**src/rtl/key_pkg.sv**
```systemverilog
// Shared definitions for the key conditioning front-end.
package key_pkg;

  // Per-key debounce FSM encoding
  typedef enum logic {
    IDLE = 1'b0,
    WAIT = 1'b1
  } deb_state_e;

  // Key bit positions on the key buses
  localparam int KEY_START = 0;
  localparam int KEY_INTR  = 1;
  localparam int KEY_RESET = 2;

  // 20 ms at 50 MHz
  localparam int DEBOUNCE_DEFAULT = 1000000;
  localparam int CNT_W_DEFAULT    = 20;

endpackage

```
**src/rtl/key_debounce.sv**
```systemverilog
// Single-key front-end: two-flop synchroniser, debounce FSM with hold
// counter, debounced level and a one-cycle press pulse on 0->1.
module key_debounce
  import key_pkg::*;
#(
  parameter int DEBOUNCE_CYCLES = DEBOUNCE_DEFAULT,
  parameter int CNT_W           = CNT_W_DEFAULT
) (
  input  logic fpgaclock,
  input  logic reset_n,
  input  logic key_raw,
  output logic key_level,
  output logic key_press
);

  logic [1:0]       sync_pipe;
  logic             sync2;
  deb_state_e       state, state_nxt;
  logic [CNT_W-1:0] cnt, cnt_nxt;
  logic             flip;

  assign sync2 = sync_pipe[1];

  // Two-flop synchroniser, plain shift with nothing between the stages
  always_ff @(posedge fpgaclock or negedge reset_n) begin
    if (!reset_n) sync_pipe <= '0;
    else          sync_pipe <= {sync_pipe[0], key_raw};
  end

  // Next state: a level difference must persist until the counter reaches
  // DEBOUNCE_CYCLES; any return to the current level restarts from IDLE.
  always_comb begin
    state_nxt = state;
    cnt_nxt   = cnt;
    flip      = 1'b0;
    case (state)
      IDLE: begin
        if (sync2 != key_level) begin
          state_nxt = WAIT;
          cnt_nxt   = CNT_W'(1);
        end
      end
      WAIT: begin
        if (sync2 == key_level) begin
          state_nxt = IDLE;
          cnt_nxt   = '0;
        end else if (cnt == CNT_W'(DEBOUNCE_CYCLES)) begin
          flip      = 1'b1;
          state_nxt = IDLE;
          cnt_nxt   = '0;
        end else begin
          cnt_nxt   = cnt + CNT_W'(1);
        end
      end
    endcase
  end

  // State, counter, level and press registers; press only on a rising flip
  always_ff @(posedge fpgaclock or negedge reset_n) begin
    if (!reset_n) begin
      state     <= IDLE;
      cnt       <= '0;
      key_level <= 1'b0;
      key_press <= 1'b0;
    end else begin
      state     <= state_nxt;
      cnt       <= cnt_nxt;
      key_level <= key_level ^ flip;
      key_press <= flip & ~key_level;
    end
  end

endmodule

```
**src/rtl/key_conditioner.sv**
```systemverilog
// Key front-end for the run-control FSM: per-key debounce plus sticky
// event flags that survive until the slow FSM acknowledges them.
module key_conditioner
  import key_pkg::*;
#(
  parameter int NKEYS           = 3,
  parameter int DEBOUNCE_CYCLES = DEBOUNCE_DEFAULT,
  parameter int CNT_W           = CNT_W_DEFAULT
) (
  input  logic             fpgaclock,
  input  logic             reset_n,
  input  logic [NKEYS-1:0] key_raw,
  output logic [NKEYS-1:0] key_level,
  output logic [NKEYS-1:0] key_press,
  output logic [NKEYS-1:0] key_event,
  input  logic [NKEYS-1:0] key_ack,
  output logic [NKEYS-1:0] key_overrun
);

  for (genvar i = 0; i < NKEYS; i++) begin : g_key
    key_debounce #(
      .DEBOUNCE_CYCLES (DEBOUNCE_CYCLES),
      .CNT_W           (CNT_W)
    ) u_deb (
      .fpgaclock (fpgaclock),
      .reset_n   (reset_n),
      .key_raw   (key_raw[i]),
      .key_level (key_level[i]),
      .key_press (key_press[i])
    );
  end

  // Sticky flags: a press beats a same-cycle ack so it is never lost;
  // overrun records a press landing on a still-unacknowledged event.
  always_ff @(posedge fpgaclock or negedge reset_n) begin
    if (!reset_n) begin
      key_event   <= '0;
      key_overrun <= '0;
    end else begin
      key_event   <= key_press | (key_event & ~key_ack);
      key_overrun <= key_overrun | (key_press & key_event & ~key_ack);
    end
  end

endmodule

```
**config.mk**
```make
export PLATFORM = sky130hd
export DESIGN_NAME = key_conditioner
export DESIGN_NICKNAME = d
export VERILOG_FILES = /design/src/rtl/key_pkg.sv /design/src/rtl/key_debounce.sv /design/src/rtl/key_conditioner.sv
export SDC_FILE = /design/constraint.sdc
export NUM_CORES = 1
export LEC_CHECK = 0
export CELL_PAD_IN_SITES_DETAIL_PLACEMENT = 1
export CELL_PAD_IN_SITES_GLOBAL_PLACEMENT = 1
export CORE_MARGIN = 5
export CORE_UTILIZATION = 45
export DETAILED_ROUTE_END_ITERATION = 10
export PLACE_DENSITY = 0.79
export SLEW_MARGIN = 20
export SYNTH_ARGS = -nofsm -noshare
export SYNTH_HDL_FRONTEND = slang
export SYNTH_SLANG_ARGS = --single-unit
```
**constraint.sdc**
```tcl
create_clock -name fpgaclock -period 2.9 [get_ports fpgaclock]
set_input_delay 0.29 -clock fpgaclock [delete_from_list [all_inputs] [get_ports fpgaclock]]
set_output_delay 0.29 -clock fpgaclock [all_outputs]
set_load 0.02 [all_outputs]
```
Word level (Yosys, flattened, before mapping)
Cells that the tools add are included.
- flip-flop bits (word level): 81
- input bits: 8
- output and inout bits: 12
- logic and storage cells: 83
- add/subtract/negate cells: 3
- eq/ne operators: 12
- mux-type cells: 33
- bitwise logic cells: 18
- operators by type and width (operator ; number):
    $mux W20 ; 9
    $pmux W20 S2 ; 3
    $add A20 B1 Y20 const B ; 3
    $eq A20 B20 Y1 const B ; 3
    $mux W1 ; 18
    $and A3 B3 Y3 ; 3
    $ne A2 B1 Y1 const B ; 3
    $not A1 Y1 ; 6
    $or A3 B3 Y3 ; 2
    $pmux W1 S2 ; 3
    $and A1 B1 Y1 ; 3
    $eq A1 B1 Y1 ; 3
    $ne A1 B1 Y1 ; 3
    $not A3 Y3 ; 1
    $xor A1 B1 Y1 ; 3

Logic depth before layout (Yosys ltp)
- depth in word-level cells: 5
- mapped depth: 8
- gate-level depth less buffers: 8

By module
Synthesis repeated with hierarchy kept, for this count alone.
- cell total of the unflattened synthesis: 453
- area, all modules: 4424.2 um^2
- modules (own cells, without submodules) (module ; instances ; cells an instance ; area each (um^2) ; seq. area each (um^2)):
    key_debounce at g_key[1].u_deb ... ; 2 ; 143 ; 1407.6 ; 625.6
    key_debounce at g_key[0].u_deb ; 1 ; 152 ; 1397.6 ; 625.6
    key_conditioner ; 1 ; 15 ; 211.5 ; 150.1

Worst setup path before layout
Ideal clock, no wire load.
- kind: register to register
- from: register g_key[2].u_deb.cnt[10]
- to: register g_key[2].u_deb.cnt[12]
- setup time: 0.125 ns
- data arrival time: 1.924 ns
- data required time: 2.775 ns
- path slack: 0.851 ns
- cell stages (with the launch flop): 6
- buffers on the path: 0
- clock period less this slack: 2.049 ns
- path through: dfrtp_1 or4_1 or3_1 o21a_1 a21o_1 mux2_2
- cells in the longest elaborated chain, start to end: 4
- elaborated cells between the ends (all ways): 5
- those cells by class: add/sub (1); eq/ne (1); mux (3)
- RTL lines (what ; RTL line ; RTL):
    start: declaration ; key_debounce.sv:19 ; logic [CNT_W-1:0] cnt, cnt_nxt;
    start signal: assignment ; key_debounce.sv:67 ; cnt <= cnt_nxt;
    $add A20 B1 Y20 or $eq A20 B20 Y1 (tied branches) ; key_debounce.sv:52, key_debounce.sv:47 ;
    $mux W20 (*) ; key_debounce.sv:47 ; end else if (cnt == CNT_W'(DEBOUNCE_CYCLES)) begin
    $mux W20 (*) ; key_debounce.sv:44 ; if (sync2 == key_level) begin
    $pmux W20 S2 (*) ; key_debounce.sv:36 ; case (state)
Every way passes the cells marked *; elsewhere a longest branch is shown, timed or not.
A chain may end at the register's enable or synchronous reset.

Worst setup path after layout
- from: register g_key[0].u_deb.cnt[1]
- to: register g_key[0].u_deb.cnt[17]
- cells in the longest elaborated chain, start to end: 4
- elaborated cells between the ends (all ways): 5
- those cells by class: add/sub (1); eq/ne (1); mux (3)
- RTL lines (what ; RTL line):
    start: declaration ; key_debounce.sv:19
    start signal: assignment ; key_debounce.sv:67
    $add A20 B1 Y20 or $eq A20 B20 Y1 (tied branches) ; key_debounce.sv:52, key_debounce.sv:47
    $mux W20 (*) ; key_debounce.sv:47
    $mux W20 (*) ; key_debounce.sv:44
    $pmux W20 S2 (*) ; key_debounce.sv:36
Marks and branches as above.

==> run_results.csv <==
group,metric,value,unit
run_status,status,"finished with violations",
run_status,violations,"negative hold slack",
layout,layout-drive-gt1-share,0.0641,
worst_setup_path,cp_max_fo,13,
floorplanning,die_y,109,um
yosys,seq_area_frac_synth,0.460,
sta,slew_viol_final,0,
floorplanning,placementRows,36,
drt,drtIter0Drc,127,
worst_setup_path,end_kind,"flip-flop",
clocking,clk_pin_slew,0.09,ns
drt,final_antenna_net_count,0,
clocking,clock_tree.buffer_depth,2,
clocking,post_cts_buffers,0,
drt,dr.pass1.iters,4,
placed_design,io_buffers,19,
sta,period_share,0.849,
sta,whs,-0.0437,ns
clocking,holdBufCountCts,0,
pwr,fin_total_pwr,0.00218,W
sta,fin_ws,0.437,ns
yosys,synth_cells,482,
floorplanning,coreArea,9640,um^2
yosys,synth-xor-area-share,0.00796,
sta,grt_setup_unrepaired,"no",
layout,final_cell_mix,"dfrtp_1, nand2_1, nand3_1",
layout,syn_to_final_growth,10.9,%
floorplanning,fp.dieW,109,um
worst_setup_path,reg2reg_to,"g_key[0].u_deb.cnt[17]",
sta,tns,0,ns
worst_setup_path,cpMostUsedCell,"a21o_1",
clocking,clk-insertion-delay-late,0.36,ns
yosys,synth_edf_count,0,
drt,vias,3784,
grt,grt_max_degree,82,
placed_design,globalplace.congestion,0.822,
worst_setup_path,worst-path-buf-inv,2,
clocking,cts.sinks,81,
yosys,syn-cell-area,4400,um^2
worst_setup_path,critical_path_class,"flip-flop to flip-flop",
worst_setup_path,slowest_stage,"or4bb_1",
clocking,cts_tree,"done",
worst_setup_path,rr_worst_depth,8,
yosys,yosys-mux-area-fraction,0.0185,
worst_setup_path,crit_cells,8,
sta,relSlewSlack,0.309,
yosys,ys_types,55,
clocking,post_cts_resized,0,
pwr,ir_drop,0.247,mV
layout,final_common_cell,"dfrtp_1",
clocking,cts_buffers,9,
worst_setup_path,r2r_start,"g_key[0].u_deb.cnt[1]",
yosys,yosys_most_used_dff,"dfrtp_1",
sta,worst_pin_slew,1.04,ns
worst_setup_path,slowest_delay,0.51,ns
sta,period_needed,2.46,ns
sta,setup_viol,0,
yosys,synth_compound_area_frac,0.166,
drt,drc_errors,0,
worst_setup_path,crit_arrival,2.71,ns
flow_run,max_cap_viol_count,0,
worst_setup_path,rrSetupSlack,0.44,ns
sta,final-hold-violation-count,21,
yosys,synth-seq-cells,81,
yosys,async_reset_ff_frac,1.00,
yosys,yosys.area_share.simple,0.271,
drt,vias_per_cell,5.99,
layout,n_antenna_cell,0,
yosys,syn_nets,499,
floorplanning,die_area,11900,um^2
grt,grt_first_pass_wirelength,19.1,mm
layout,final_util,0.506,
placed_design,place_ws,0.470,ns
pwr,p_leak,2.13,nW
placed_design,dp_hpwl,7.69,mm
sta,finClkSkew,0.0126,ns
clocking,htree_levels,3,
grt,track_usage,0.203,
sta,fmax,406,MHz
drt,wl_per_cell,17.5,um
pwr,pwr_density_cell,446,nW/um^2
worst_setup_path,path_delay_family,"simple AND/OR/NAND/NOR gates",
drt,postRouteWirelength,11.1,mm
yosys,synth_top_family_by_area,"simple AND/OR/NAND/NOR gates",
worst_setup_path,crit_path_start,"g_key[0].u_deb.cnt[1]",
worst_setup_path,critPathCapture,"g_key[0].u_deb.cnt[17]",
yosys,syn_area_per_cell,9.13,um^2
grt,gr-total-overflow,0,
yosys,ys_warn_count,0,
grt,antenna_found_initial,0,
floorplanning,start_util,0.457,
clocking,root_buffer,"clkbuf_8",
layout,nets,512,
grt,grt_pass1_vias,3923,
yosys,synth_fa_ha_area_frac,0.0256,
worst_setup_path,path_cells,"inv_1 -> ha_1 -> or4bb_1 -> nor3_1 -> a21oi_1 -> buf_4 -> a21o_1 -> a21o_1",
floorplanning,io_pins,20,
worst_setup_path,cp.required,3.15,ns
worst_setup_path,startpoint_type,"flip-flop",
min_path,hp-class,"primary input to asynchronous set/reset pin",
## worst register-to-register path, cell delays in order, from the launching register on
cell and delay, ns:
dfrtp_1 0.44, inv_1 0.09, ha_1 0.13, or4bb_1 0.51, nor3_1 0.23, a21oi_1 0.36, buf_4 0.29, a21o_1 0.15
a21o_1 0.16
## metal layers
layer	GRT usage	part of all wire	up-vias
li1	-	-	1796
met1	0.265	0.47	1932
met2	0.344	0.49	44
met3	0.0332	0.030	12
met4	0.0658	0.013	0
met5	0	0	-
## synth_stat cells, drive strengths merged, types with 4 or more instances
cell type  count  share of area
o311ai         4         0.0080
o21ai         32          0.037
and2           4         0.0057
inv           26          0.022
nand3         41          0.047
a21o          16          0.027
or3           16          0.023
a21oi         23          0.026
buf           12          0.018
ha             9          0.026
a22o           6          0.012
dfrtp         81           0.46
and3          10          0.014
mux2i          7          0.016
nor3b          5         0.0085
o21a           4         0.0068
nor4b          5         0.0099
nor2          28          0.024
clkbuf        12          0.010
nor4          15          0.021
or4            4         0.0068
nor3          11          0.013
nand4         22          0.031
nand2         44          0.038
## metrics by stage
step | cell area (um^2) | hold slack [ns] | instances
6_report | 4880 | -0.0437 | 632
5_1_grt | 4880 | 0.0175 | 632
4_1_cts | 4880 | 0.139 | 632
3_5_place_dp | 4680 | 0.343 | 617
3_3_place_gp | 4680 | 0.335 | 617
2_1_floorplan | 4400 | -0.00559 | 482
## worst min-delay path by stage
| stage | to | from | cells after the start |
|---|---|---|---|
| after floorplan | g_key[0].u_deb.cnt[0] | reset_n | 0 |
| after global placement | g_key[2].u_deb.sync_pipe[1] | g_key[2].u_deb.sync_pipe[0] | 0 |
| after detailed placement | g_key[1].u_deb.sync_pipe[1] | g_key[1].u_deb.sync_pipe[0] | 0 |
| after CTS | g_key[2].u_deb.cnt[2] | reset_n | 1 |
| after global routing | g_key[2].u_deb.cnt[15] | reset_n | 1 |
| final | key_event[2] | reset_n | 1 |
## state kept, by name, summed over array words and instances (netlist names)
signal / flops
g_key.u_deb.cnt: 60
key_event: 3
g_key.u_deb.sync_pipe: 6
g_key.u_deb.key_level: 3
g_key.u_deb.state: 3
key_overrun: 3
g_key.u_deb.key_press: 3
## report_power, final
part	switching [W]	internal, W
Sequential	0.0000258	0.00115
Combinational	0.000104	0.0000571
Clock	0.000421	0.000420
Total	0.000550	0.00163
## final cells by class
type	instances	area (um^2)
Timing Repair Buffer	26	244
Clock buffer	11	141
Sequential cell	81	2030
Multi-Input combinational cell	351	2150
Tap cell	133	166
Inverter	26	97.6
Fill cell	1175	4760
Clock inverter	4	52.6
## cell families after synthesis
logic type                 after synthesis
buffers and inverters                   50
AOI/OAI and AO/OA                      108
DFF                                     81
xor gates and xnor gates                 4
muxes                                    8
and+or+nand+nor                        222
adders and majority gates                9
No activity file was read; power rests on OpenSTA's default activity.
